[src/rtl/regfile_wr_arbiter.sv]
// regfile_wr_arbiter: round-robin share of the register-file write port between ALU (A) and load (B)
// writeback, plus a one-register-per-cycle clear sweep. Optional macro REGFILE_XZR_PROTECT_EN makes
// the top register (XZR) read-only to the requesters.
module regfile_wr_arbiter #(
    parameter int DATA_WIDTH = 64,
    parameter int ADDR_WIDTH = 5
) (
    input  logic                  clk,
    input  logic                  reset,
    input  logic                  a_valid,
    input  logic [ADDR_WIDTH-1:0] a_addr,
    input  logic [DATA_WIDTH-1:0] a_data,
    output logic                  a_ready,
    input  logic                  b_valid,
    input  logic [ADDR_WIDTH-1:0] b_addr,
    input  logic [DATA_WIDTH-1:0] b_data,
    output logic                  b_ready,
    input  logic                  clear_req,
    output logic                  clear_busy,
    output logic                  rf_write,
    output logic [ADDR_WIDTH-1:0] rf_wr_addr,
    output logic [DATA_WIDTH-1:0] rf_wr_data
);
    typedef enum logic {S_ARB, S_CLEAR} state_t;

    state_t                r_state, w_next;
    logic                  r_rr_last;
    logic [ADDR_WIDTH-1:0] r_clr_cnt;
    logic                  r_rf_write;
    logic [ADDR_WIDTH-1:0] r_rf_wr_addr;
    logic [DATA_WIDTH-1:0] r_rf_wr_data;
    logic                  w_arb, w_a_grant, w_b_grant, w_a_xzr, w_b_xzr, w_wr_en;
    logic [ADDR_WIDTH-1:0] w_wr_addr;
    logic [DATA_WIDTH-1:0] w_wr_data;

`ifdef REGFILE_XZR_PROTECT_EN
    assign w_a_xzr = (a_addr == {ADDR_WIDTH{1'b1}});
    assign w_b_xzr = (b_addr == {ADDR_WIDTH{1'b1}});
`else
    assign w_a_xzr = 1'b0;
    assign w_b_xzr = 1'b0;
`endif

    // Grant selection, next state and the value to register toward the file; r_rr_last=1 means B won last
    always_comb begin
        w_arb     = (r_state == S_ARB) && !clear_req && !reset;
        w_a_grant = w_arb && a_valid && (!b_valid || r_rr_last);
        w_b_grant = w_arb && b_valid && (!a_valid || !r_rr_last);
        w_wr_en   = (r_state == S_CLEAR) || (w_a_grant && !w_a_xzr) || (w_b_grant && !w_b_xzr);
        w_wr_addr = (r_state == S_CLEAR) ? r_clr_cnt : (w_a_grant ? a_addr : b_addr);
        w_wr_data = (r_state == S_CLEAR) ? '0 : (w_a_grant ? a_data : b_data);
        w_next    = r_state;
        if (r_state == S_ARB && clear_req)
            w_next = S_CLEAR;
        else if (r_state == S_CLEAR && r_clr_cnt == {ADDR_WIDTH{1'b1}})
            w_next = S_ARB;
    end

    // State, round-robin pointer, clear counter and the registered write port
    always_ff @(posedge clk or posedge reset) begin
        if (reset) begin
            r_state      <= S_ARB;
            r_rr_last    <= 1'b1;
            r_clr_cnt    <= '0;
            r_rf_write   <= 1'b0;
            r_rf_wr_addr <= '0;
            r_rf_wr_data <= '0;
        end else begin
            r_state    <= w_next;
            r_rf_write <= w_wr_en;
            if (w_a_grant)
                r_rr_last <= 1'b0;
            else if (w_b_grant)
                r_rr_last <= 1'b1;
            if (r_state == S_CLEAR)
                r_clr_cnt <= r_clr_cnt + 1'b1;
            if (w_wr_en) begin
                r_rf_wr_addr <= w_wr_addr;
                r_rf_wr_data <= w_wr_data;
            end
        end
    end

    assign a_ready    = w_a_grant;
    assign b_ready    = w_b_grant;
    assign clear_busy = (r_state == S_CLEAR);
    assign rf_write   = r_rf_write;
    assign rf_wr_addr = r_rf_wr_addr;
    assign rf_wr_data = r_rf_wr_data;
endmodule

[config.mk]
export PLATFORM = sky130hd
export DESIGN_NAME = regfile_wr_arbiter
export DESIGN_NICKNAME = d
export VERILOG_FILES = /design/src/rtl/regfile_wr_arbiter.sv
export SDC_FILE = /design/constraint.sdc
export NUM_CORES = 1
export LEC_CHECK = 0
export CAP_MARGIN = 10
export CORE_ASPECT_RATIO = 2
export CORE_MARGIN = 8
export CORE_UTILIZATION = 39
export DETAILED_ROUTE_END_ITERATION = 8
export GPL_TIMING_DRIVEN = 0
export PLACE_DENSITY = 0.82
export SETUP_SLACK_MARGIN = 0.02
export SYNTH_ARGS = -nofsm -noshare
export SYNTH_HDL_FRONTEND = slang
export SYNTH_SLANG_ARGS = --single-unit
[constraint.sdc]
create_clock -name clk -period 3.1 [get_ports clk]
set_clock_uncertainty 0.2 [all_clocks]
set_input_delay 0.62 -clock clk [delete_from_list [all_inputs] [get_ports clk]]
set_output_delay 0.62 -clock clk [all_outputs]
set_load 0.005 [all_outputs]
==> results.toml <==
[sta]
hold_violations = 0
finalMaxSlewViolations = 0
rsz0062_at_grt = "false"
min_period_over_period = 0.950
relSlewSlack = 0.686
setup_viol = 0
min_period_ps = 2950
worst_pin_slew_ps = 472
fmax_mhz = 340

[detailed_routing]
drc = 0
avgRoutedWirePerCell_um = 19.1
drtIter0Drc = 211
drt-total-wl_um = 13000
ant_nets = 0
dr.pass1.iters = 4
vias = 3522
via_per_inst = 5.18

[floorplanning]
die_area_mm2 = 0.0133
dieWidth_um = 85.7
rows = 51
coreArea_mm2 = 0.00957
start_util = 0.396
die_h_um = 155
ios = 216

[placed_design]
hpwl_um = 10500
gp_congestion = 0.841
dpl.cell_count = 663
portBuffers = 215

[grt]
grt_max_degree = 42
antenna_found_initial = 0
grt_pass1_vias = 3769
grt_first_pass_wirelength_um = 20200
grt_usage = 0.198
grt-ovfl-total = 0

[outcome]
status = "completed"

[cts]
clk_latency_ps = 330
htree_num_levels = 3
clockBufferDepth = 2
cts_made_buffers = 9
ctsHoldBuffers = 0
clkSlewWorstSetupHoldPaths_ps = 60
cts-root-buf = "clkbuf_16"
cts_tree = "done"
clock_sinks = 77

[cells_and_area]
fin_nets = 714
area_delta_synth_final_pct = 69.5
layout.cells.most_common_list = "clkdlybuf4s50_1 (212), dfrtp_1 (76), mux2i_1 (69)"
drive_above_1_share = 0.0801
final_common_cell = "clkdlybuf4s50_1"
layoutNonFillerInstCount = 680
diodes = 0

[yosys]
synth.distinct_cells = 31
netlist_area_mm2 = 0.00379
synth-edff-count = 0
synth.avg_cell_area_um2 = 11.1
yosys_warnings = 0
synth-seq-cells = 77
synth_flop_cell = "dfrtp_1"
synth_seq_area_share = 0.508
yosysTopAreaCellShare = 0.501
synth_area_leaders = "dfrtp_1 (50%), mux2i_1 (18%), o21ai_1 (8.6%), nand3_1 (8.4%), buf_8 (2.4%)"
synthArstFlopShare = 1.00
synth_cells = 341
yosys.area.top_type = "dfrtp_1"
synth_nets = 486

[setup_path]
cpLargestDelayFamily = "buffers and inverters"
path_max_fanout = 4
required_ps = 2280
crit_start = "clear_req"
worstSetupEndpointType = "primary output"
cp_slowest_cell = "clkdlybuf4s50_1"
cpMostUsedCell = "clkdlybuf4s50_1"
arrival_ps = 2130
path_cells = "clkdlybuf4s50_1, nor3_4, nand2_1, a21oi_1, clkdlybuf4s50_1"
r2r_cells = 5
reg2reg_from = "clear_busy"
critPathLaunchType = "input pin"
worst-path-stages = 5
cp_slowest_stage_delay_ps = 580
path_class = "input pin to primary output"
path_buf_inv = 2

[power_and_ir_drop]
p_int_mw = 2.42
leakage_nw = 2.91
switchingPower_mw = 0.906
sw_frac_of_total = 0.272
pwr-share-clk = 0.341
comb_power_share = 0.296
pwr_density_cell_mw_per_mm2 = 517
p_seq_frac = 0.363
ir_drop_mv = 0.350
total_power_mw = 3.33

[job]
maxCapViolCount = 0

[min_path]
min_from = "rf_wr_data[16]"
worstHoldPathType = "flip-flop to flip-flop"
holdPathStages = 2
-- through the flow --
stage / TNS, ps / hold WS, ps / utilization / worst slack (ps) / cell area (µm²)
6_report: 0 / 304 / 0.672 / 155 / 6430
5_1_grt: 0 / 338 / 0.672 / 43.7 / 6430
4_1_cts: 0 / 309 / 0.672 / 128 / 6430
3_5_place_dp: -86.8 / 296 / 0.637 / -72.1 / 6100
3_3_place_gp: -82280 / 285 / 0.635 / -1080 / 6080
2_1_floorplan: 0 / 261 / - / 315 / 3790
-- registers in the layout, indices dropped and copies added, names as in the netlist --
register,count
rf_wr_data,64
rf_write,1
clear_busy,1
r_clr_cnt,5
r_rr_last,1
rf_wr_addr,5
-- cells in the mapped netlist (all sizes together) (2+ instances only) --
master	number
a21oi	5
a22oi	3
buf	25
clkbuf	5
dfrtp	76
ha	2
inv	4
mux2	2
mux2i	69
nand2	2
nand3	64
nor2	2
o21ai	69
o22ai	2
xnor2	2
-- repair_timing --
action	4_1_cts	5_1_grt
setup buffers	1	0
gates resized for setup	3	0
endpoints found under the setup margin	2	0
-- path summary, 6_finish.rpt --
| kind | endpoint | slack, ps |
|---|---|---|
| min reg2reg | rf_wr_data[16] | 300 |
| max | b_ready | 150 |
| min | rf_wr_data[16] | 300 |
| max in group asynchronous | r_rr_last | 1710 |
| min in group asynchronous | rf_wr_data[52] | 360 |
| max reg2reg | rf_wr_data[61] | 1320 |
-- logic make-up (layout without fill, tap and decap cells) --
group                      Yosys count  in the layout  share of synthesized area
adders and majority gates            2              2                    0.00660
xor gates and xnor gates             3              3                    0.00693
buffers and inverters               34            267                     0.0759
muxes                               71             71                      0.188
and+or+nand+nor                     73             73                     0.0993
DFF                                 77             77                      0.508
AOI/OAI and AO/OA                   81             81                      0.115
-- worst register-to-register path, stage by stage, from the launching register on --
cell     delay, ps
dfrtp_1        460
inv_1          140
buf_2          260
buf_1          400
nand3_1        130
o21ai_1        110
-- power by group through the flow --
stage	Combinational [mW]	Sequential (mW)	Clock (mW)
global route	1.08	1.22	1.20
CTS	1.00	1.21	1.15
floorplan	0.525	1.21	0
global placement	0.979	1.22	0
finish	0.985	1.21	1.13
detailed placement	0.995	1.22	0
-- per-layer routing --
metal  GRT usage  vias up  wire length, µm
met5           0        -                0
met1       0.217     1613             5060
met4      0.0800        0              245
met2       0.309      203             5890
met3       0.106       13             1760
li1            -     1693                -
-- cell type report --
| class | count | area [µm²] |
|---|---|---|
| inverter | 4 | 17.5 |
| clock buffer | 12 | 256 |
| fill | 764 | 3140 |
| timing repair buffer | 217 | 2180 |
| sequential | 77 | 1930 |
| clock inverter | 4 | 70.1 |
| multi-input combinational | 230 | 1580 |
| tap | 106 | 133 |
| buffer | 30 | 273 |
(Power assumes the default switching activity.)
